===== config.mk =====
export PLATFORM = sky130hd
export DESIGN_NAME = nrisc_seq_ctrl
export DESIGN_NICKNAME = d
export VERILOG_FILES = /design/src/rtl/nrisc_pkg.sv /design/src/rtl/nrisc_seq_ctrl.sv
export SDC_FILE = /design/constraint.sdc
export NUM_CORES = 1
export LEC_CHECK = 0
export BUFFER_PORTS_ARGS = -buffer_cell sky130_fd_sc_hd__buf_2
export CORE_ASPECT_RATIO = 1.25
export CORE_MARGIN = 2
export CORE_UTILIZATION = 45
export DETAILED_ROUTE_END_ITERATION = 6
export PLACE_DENSITY = 0.7
export SKIP_LAST_GASP = 1
export SYNTH_ARGS = -nofsm -noshare
export SYNTH_HDL_FRONTEND = slang
export SYNTH_SLANG_ARGS = --single-unit

===== constraint.sdc =====
create_clock -name CLK -period 5 [get_ports CLK]
set_input_delay 1.5 -clock CLK [delete_from_list [all_inputs] [get_ports CLK]]
set_output_delay 1.5 -clock CLK [all_outputs]
set_load 0.02 [all_outputs]

===== src/rtl/nrisc_pkg.sv =====
// Shared encodings for the nRisc sequencer: opcodes, ALU operation codes and FSM states.
package nrisc_pkg;

  localparam logic [2:0] OP_ADD  = 3'b000;
  localparam logic [2:0] OP_SUB  = 3'b001;
  localparam logic [2:0] OP_LW   = 3'b010;
  localparam logic [2:0] OP_SW   = 3'b011;
  localparam logic [2:0] OP_LI   = 3'b100;
  localparam logic [2:0] OP_BGZ  = 3'b101;
  localparam logic [2:0] OP_J    = 3'b110;
  localparam logic [2:0] OP_HALT = 3'b111;

  localparam logic [1:0] ALU_ADD   = 2'b00;
  localparam logic [1:0] ALU_SUB   = 2'b01;
  localparam logic [1:0] ALU_IMM   = 2'b10;
  localparam logic [1:0] ALU_PASSA = 2'b11;

  typedef enum logic [2:0] {
    StIdle   = 3'd0,
    StFetch  = 3'd1,
    StDecode = 3'd2,
    StExec   = 3'd3,
    StMem    = 3'd4,
    StWb     = 3'd5,
    StDone   = 3'd6
  } state_e;

  // Loads/stores pass A through as the address; BGZ passes A so alu_gz reflects the register.
  function automatic logic [1:0] aluOpFor(input logic [2:0] op);
    logic [1:0] code;
    case (op)
      OP_SUB:               code = ALU_SUB;
      OP_LI:                code = ALU_IMM;
      OP_LW, OP_SW, OP_BGZ: code = ALU_PASSA;
      default:              code = ALU_ADD;
    endcase
    return code;
  endfunction

endpackage


===== src/rtl/nrisc_seq_ctrl.sv =====
// Multi-cycle fetch/decode/execute/mem/writeback sequencer for the 8-bit nRisc datapath,
// with a data-memory wait counter and a saturating retire counter acting as a watchdog.
module nrisc_seq_ctrl
  import nrisc_pkg::*;
#(
  parameter int unsigned MEM_LAT   = 2,
  parameter int unsigned MAX_INSTR = 200
) (
  input  logic       CLK,
  input  logic       RESET,
  input  logic       start,
  input  logic [7:0] instr,
  input  logic       imem_ack,
  input  logic       alu_gz,
  output logic       imem_req,
  output logic       ir_load,
  output logic       pc_clear,
  output logic       pc_inc,
  output logic       pc_branch,
  output logic [1:0] alu_op,
  output logic       reg_we,
  output logic       reg_src,
  output logic       mem_re,
  output logic       mem_we,
  output logic       busy,
  output logic       done,
  output logic       err,
  output logic [7:0] retired
);

  localparam logic [2:0] LastWait = 3'(MEM_LAT - 1);
  localparam logic [7:0] MaxRet   = 8'(MAX_INSTR);

  state_e     stateQ, stateD;
  logic [2:0] opQ, opD;
  logic [2:0] waitQ, waitD;
  logic [7:0] retiredQ, retiredD;
  logic       errQ, errD;

  // Operand/offset bits belong to the datapath.
  logic unusedInstrBits;
  assign unusedInstrBits = ^instr[4:0];

  always_ff @(posedge CLK or posedge RESET) begin
    if (RESET) begin
      stateQ   <= StIdle;
      opQ      <= 3'd0;
      waitQ    <= 3'd0;
      retiredQ <= 8'd0;
      errQ     <= 1'b0;
    end else begin
      stateQ   <= stateD;
      opQ      <= opD;
      waitQ    <= waitD;
      retiredQ <= retiredD;
      errQ     <= errD;
    end
  end

  always_comb begin
    stateD    = stateQ;
    opD       = opQ;
    waitD     = waitQ;
    retiredD  = retiredQ;
    errD      = errQ;
    imem_req  = 1'b0;
    ir_load   = 1'b0;
    pc_clear  = 1'b0;
    pc_inc    = 1'b0;
    pc_branch = 1'b0;
    alu_op    = ALU_ADD;
    reg_we    = 1'b0;
    reg_src   = 1'b0;
    mem_re    = 1'b0;
    mem_we    = 1'b0;
    busy      = (stateQ != StIdle) && (stateQ != StDone);
    done      = (stateQ == StDone);
    err       = errQ;
    retired   = retiredQ;

    unique case (stateQ)
      StIdle, StDone: begin
        if (start) begin
          pc_clear = 1'b1;
          retiredD = 8'd0;
          errD     = 1'b0;
          stateD   = StFetch;
        end
      end
      StFetch: begin
        imem_req = 1'b1;
        if (imem_ack) begin
          ir_load = 1'b1;
          opD     = instr[7:5];
          stateD  = StDecode;
        end
      end
      StDecode: stateD = StExec;
      StExec: begin
        alu_op = aluOpFor(opQ);
        case (opQ)
          OP_ADD, OP_SUB, OP_LI: stateD = StWb;
          OP_LW, OP_SW: begin
            waitD  = 3'd0;
            stateD = StMem;
          end
          OP_BGZ: begin
            pc_branch = alu_gz;
            pc_inc    = ~alu_gz;
            stateD    = StFetch;
          end
          OP_J: begin
            pc_branch = 1'b1;
            stateD    = StFetch;
          end
          default: stateD = StDone;
        endcase
      end
      StMem: begin
        mem_re = (opQ == OP_LW);
        mem_we = (opQ == OP_SW);
        if (waitQ == LastWait) begin
          if (opQ == OP_LW) begin
            stateD = StWb;
          end else begin
            pc_inc = 1'b1;
            stateD = StFetch;
          end
        end else begin
          waitD = 3'(waitQ + 3'd1);
        end
      end
      StWb: begin
        reg_we  = 1'b1;
        reg_src = (opQ == OP_LW);
        pc_inc  = 1'b1;
        stateD  = StFetch;
      end
      default: stateD = StIdle;
    endcase

    // The retiring strobe still goes out; the watchdog only redirects the next state.
    if (pc_inc || pc_branch) begin
      if (retiredQ != 8'hFF) begin
        retiredD = retiredQ + 8'd1;
      end
      if (({1'b0, retiredQ} + 9'd1) >= {1'b0, MaxRet}) begin
        stateD = StDone;
        errD   = 1'b1;
      end
    end
  end

endmodule

==> results_dict.tcl, run 1 <==
set metrics [dict create \
    cts_tree "built" \
    setup_viol 0 \
    post_cts_buffers 0 \
    routedWlPerCell_um 14.5 \
    r2r_slack_ns 2.85 \
    clk_latency_ns 0.29 \
    cts_buffers 3 \
    drt-vias-per-instance 5.69 \
    arrival_ns 2.07 \
    cpPeakStageDelay_ns 0.26 \
    regArea_sq_um 450 \
    cts_buffer_depth 2 \
    postRouteAntennaNets 0 \
    grt-ovfl-total 0 \
    static-leakage-power_nw 0.732 \
    cts_resized 0 \
    antenna_found_initial 0 \
    tightestPinTransition_ns 0.715 \
    numPortBuffers 29 \
    synth-seq-area-share_pct 34.7 \
    ff2ff_path_depth 6 \
    multi_input_area_sq_um 772 \
    diodes 0 \
    hpwl_um 2320 \
    switching_share_pct 49.9 \
    die_w_um 52.1 \
    p_switching_mw 0.371 \
    p_seq_share_pct 35.9 \
    critPathSlowestCell "and2_1" \
    worst-path-buf-inv 2 \
    hold_viol 0 \
    hold_end "err$_DFF_PP0_" \
    synth-edff-count 0 \
    std_cell_rows 21 \
    maxSlewHeadroom_pct 52.3 \
    status "finished, final reports clean" \
    clock-sinks 18 \
    final_common_cell "buf_2" \
    r2r-start "retired[0]$_DFF_PP0_" \
    critPathTopFamily "buffers and inverters" \
    hold_path_depth 2 \
    ys_types 49 \
    async_reset_ff_share_pct 100 \
    wl_um 3040 \
    initial_core_util_pct 48.0 \
    power_frac_comb_pct 54.4 \
    finalSetupTns_ns 0 \
    vias 1194 \
    drc 0 \
    syn_inst 150 \
    fmax_mhz 280 \
    maxCapViolations 0 \
    grt_max_degree 19 \
    core-area_sq_um 2710 \
    power.density_nw_per_um2 506 \
    worstSetupPathType "input pin to output pin" \
    skew_ns 0.00222 \
    min_from "err$_DFF_PP0_" \
    critPathCaptureType "output pin" \
    die_y_um 64.1 \
    layout.nets 197 \
    htreeDepth 1 \
    rr_endpoint "retired[0]$_DFF_PP0_" \
    holdBufCountCts 0 \
    gp_congestion 0.861 \
    crit_chain "buf_2 > and2_1 > buf_2" \
    syn_nets 169 \
    grt_pass1_vias 1149 \
    holdWs_ns 0.503 \
    start_kind "input pin" \
    drtIter0Drc 30 \
    crit_top_cell "buf_2" \
    clkPwrFrac_pct 9.7 \
    rsz0062_at_grt "no" \
    synthFlopType "dfrtp_1" \
    fin_crit_ns 3.57 \
    crit_fanout 8 \
    syn_avg_cell_area_sq_um 8.66 \
    hold_path.class "flop to flop" \
    drv_slew 0 \
    dr.pass1.iters 4 \
    crit_required_ns 3.50 \
    area_growth_syn_to_layout_pct 13.2 \
    vdd_drop_max_uv 273 \
    ys_seq_elements 18 \
    min_period_over_period_pct 71.3 \
    final_cell_mix "29 x buf_2, 24 x nand2_1, 18 x dfrtp_1, 10 x inv_1, 9 x o21ai_0" \
    internal_power_mw 0.373 \
    drive_above_1_share_pct 24.4 \
    grt.total_usage_pct 20.6 \
    synthesis.area_sq_um 1300 \
    grt_first_pass_wirelength_um 5190 \
    n_fill_cell 260 \
    clkSlewWorstSetupHoldPaths_ns 0.10 \
    clockRootBuffer "clkbuf_4" \
    ioPinCount 35 \
    die-area_sq_um 3330 \
    yosysWarningCount 0 \
]
==> power groups by stage <==
| stage | clock (mW) | combinational, mW | sequential [mW] |
|---|---|---|---|
| finish | 0.0724 | 0.405 | 0.267 |
| global route | 0.0814 | 0.451 | 0.277 |
| CTS | 0.0749 | 0.408 | 0.266 |
| detailed placement | 0 | 0.409 | 0.268 |
| global placement | 0 | 0.390 | 0.263 |
| floorplan | 0 | 0.323 | 0.248 |
==> synth_stat cells, drive strengths merged (2+ instances only) <==
cell / instances / area (sq um)
a21boi: 2 / 18.8
a21oi: 8 / 40.0
a221o: 2 / 20.0
and2: 4 / 25.0
and2b: 2 / 17.5
and3: 3 / 20.0
buf: 2 / 22.5
clkbuf: 4 / 16.3
dfrtp: 18 / 450
ha: 6 / 75.1
inv: 10 / 37.5
nand2: 24 / 90.1
nand2b: 4 / 25.0
nand3: 7 / 35.0
nor2: 9 / 36.3
nor3: 4 / 20.0
nor4bb: 2 / 20.0
o21ai: 9 / 45.0
o31ai: 3 / 22.5
xor2: 2 / 17.5
==> registers in the layout (all words and copies together) (netlist names) <==
signal / cells
stateQ: 3
retired: 8
err: 1
waitQ: 3
opQ: 3
==> routing by layer <==
layer  GRT usage [%]  vias up  wire [um]
li1                -      590          -
met1            24.3      561       1320
met2            35.9       36       1530
met3            3.04        7        133
met4            8.88        0         55
met5               0        -          0
==> tightest hold or removal path, stage by stage, from the launching register on <==
cell	delay [ns]
dfrtp_1	0.36
a21oi_1	0.06
nand2_1	0.06
==> how the worst max path moves through the flow <==
stage                   from       to  slack, ns  cells past startpoint
floorplan             alu_gz   pc_inc       1.42                      1
global placement    imem_ack  ir_load       1.45                      3
detailed placement  imem_ack  ir_load       1.42                      3
CTS                 imem_ack  ir_load       1.42                      3
global route          alu_gz   pc_inc       1.40                      3
finish              imem_ack  ir_load       1.43                      3
==> logic make-up after synthesis <==
kind of cell / Yosys count / synth area share (%)
AND/OR/NAND/NOR: 67 / 27.5
adder cells (fa/ha/maj): 6 / 5.78
AO/OA/AOI/OAI: 39 / 23.2
XOR/XNOR: 2 / 1.35
buffers and inverters: 16 / 5.88
multiplexers: 2 / 1.64
flip-flops: 18 / 34.7
==> cell type report <==
| cell class | instances | area share (%) |
|---|---|---|
| clock buffers | 3 | 1.53 |
| inverters | 10 | 2.55 |
| multi-input cells | 116 | 52.5 |
| flip-flops and latches | 18 | 30.6 |
| well taps | 34 | 2.89 |
| repair buffers | 29 | 9.87 |
==> metrics by stage <==
stage	std cells	utilization (%)	power (mW)	setup WS, ns	area (sq um)
after floorplan	150	-	0.572	1.42	1300
after global placement	207	53.5	0.653	1.45	1450
after detailed placement	207	53.5	0.677	1.42	1450
after CTS	210	54.3	0.750	1.42	1470
after global routing	210	54.3	0.810	1.40	1470
final	210	54.3	0.744	1.43	1470
No activity file was read; power rests on OpenSTA's default activity.
==> inputs of run 2 (changes only) <==
- PLACE_DENSITY: 0.7 -> 0.73
- clock period: 5 -> 3.15 ns (I/O delays scaled with it)
==> run 2 against run 1 <==
Sequential power rose by 59%. Die area unchanged. Register-to-register slack got worse by 1.8 ns. Cell count up 0.48%. Critical path type is now flop to output pin. Largest power group unchanged.
==> results_dict.tcl, run 2 (synthesized netlist as in run 1, its figures left out) <==
set metrics [dict create \
    min_from "err$_DFF_PP0_" \
    cts_tree "built" \
    final_common_cell "buf_2" \
    gp_congestion 0.957 \
    start_kind "flop" \
    dr.pass1.iters 4 \
    ioPinCount 35 \
    area_growth_syn_to_layout_pct 14.3 \
    crit_fanout 12 \
    arrival_ns 1.82 \
    drt-vias-per-instance 5.82 \
    fmax_mhz 362 \
    worstSetupPathType "flop to output pin" \
    clkSlewWorstSetupHoldPaths_ns 0.10 \
    skew_ns 0.00192 \
    regArea_sq_um 450 \
    multi_input_area_sq_um 772 \
    min_period_over_period_pct 87.6 \
    postRouteAntennaNets 0 \
    post_cts_buffers 0 \
    critPathCaptureType "output pin" \
    vias 1229 \
    holdBufCountCts 0 \
    setup_viol 0 \
    power.density_nw_per_um2 811 \
    status "finished, final reports clean" \
    placed_cell_area_sq_um 1450 \
    hpwl_um 2260 \
    core-area_sq_um 2710 \
    die-area_sq_um 3330 \
    clk_latency_ns 0.29 \
    drc 0 \
    die_y_um 64.1 \
    cpPeakStageDelay_ns 0.56 \
    holdWs_ns 0.523 \
    final_cell_mix "29 x buf_2, 24 x nand2_1, 18 x dfrtp_1, 10 x inv_1, 9 x o21ai_0" \
    grt_pass1_vias 1189 \
    largest_reg_flops 8 \
    vdd_drop_max_uv 422 \
    drive_above_1_share_pct 24.9 \
    fin_area_sq_um 1480 \
    routedWlPerCell_um 13.9 \
    cts_buffers 3 \
    critPathSlowestCell "dfrtp_1" \
    critPathTopFamily "flip-flops" \
    hold_path.class "flop to flop" \
    hold_viol 0 \
    drv_slew 0 \
    r2r-start "retired[0]$_DFF_PP0_" \
    cts_resized 0 \
    drtIter0Drc 37 \
    wl_um 2940 \
    clock-sinks 18 \
    finalSetupTns_ns 0 \
    grt-ovfl-total 0 \
    antenna_found_initial 0 \
    std_cell_rows 21 \
    grt_first_pass_wirelength_um 5220 \
    layout.nets 197 \
    startpoint "stateQ[1]$_DFF_PP0_" \
    crit_chain "and2b_2 > nand2_1 > inv_1 > a31oi_4 > o31ai_1 > buf_2" \
    htreeDepth 1 \
    fin_crit_ns 2.76 \
    maxSlewHeadroom_pct 53.7 \
    grt.total_usage_pct 20.1 \
    static-leakage-power_nw 0.739 \
    diodes 0 \
    crit_required_ns 2.20 \
    initial_core_util_pct 48.0 \
    worst-path-buf-inv 2 \
    tightestPinTransition_ns 0.693 \
    numPortBuffers 29 \
    maxCapViolations 0 \
    cts_buffer_depth 2 \
    die_w_um 52.1 \
    clockRootBuffer "clkbuf_4" \
    rsz0062_at_grt "no" \
    grt_max_degree 19 \
    n_fill_cell 258 \
]
==> run 2: tightest hold or removal path: stages, from the launching register on <==
cell and delay (ns):
dfrtp_1 0.37, a21oi_1 0.07, nand2_1 0.06
==> run 2: final cells by class <==
cell class / instances / share of cell area [%]
multi-input combinational: 116 / 52.0
tap: 34 / 2.87
inverter: 10 / 2.53
clock buffer: 4 / 2.45
timing repair buffer: 29 / 9.78
sequential: 18 / 30.4
==> run 2: layer usage <==
metal	global-route usage [%]	share of wire (%)	wire (um)	vias up
met1	24.5	41	1220	591
met5	0	0	0	-
met4	7.57	1.0	30	0
met2	35.1	53	1550	43
li1	-	-	-	591
met3	2.57	4.8	142	4
==> run 2: path summary, 6_finish.rpt <==
path	endpoint	slack (ns)	cells past startpoint
setup / recovery	pc_inc	0.39	6
setup reg to reg	retired[7]$_DFF_PP0_	1.01	6
min in group asynchronous	waitQ[1]$_DFFE_PP0P_	0.74	2
hold reg to reg	err$_DFF_PP0_	0.52	2
max in group asynchronous	retired[5]$_DFF_PP0_	1.97	2
hold / removal	err$_DFF_PP0_	0.52	2
==> run 2: power by group <==
part / total, mW / switching [mW] / internal [mW]
logic: 0.637 / 0.391 / 0.246
clock network: 0.141 / 0.0709 / 0.0704
registers: 0.425 / 0.124 / 0.301
total: 1.20 / 0.586 / 0.617
==> run 2: metrics by stage <==
| step | cells | power, mW | util, % | worst slack [ns] |
|---|---|---|---|---|
| 3_5_place_dp | 207 | 1.06 | 53.5 | 0.701 |
| 3_3_place_gp | 207 | 1.04 | 53.5 | 0.715 |
| 2_1_floorplan | 150 | 0.908 | - | 0.485 |
| 5_1_grt | 211 | 1.32 | 54.8 | 0.200 |
| 4_1_cts | 211 | 1.20 | 54.8 | 0.395 |
| 6_report | 211 | 1.20 | 54.8 | 0.390 |
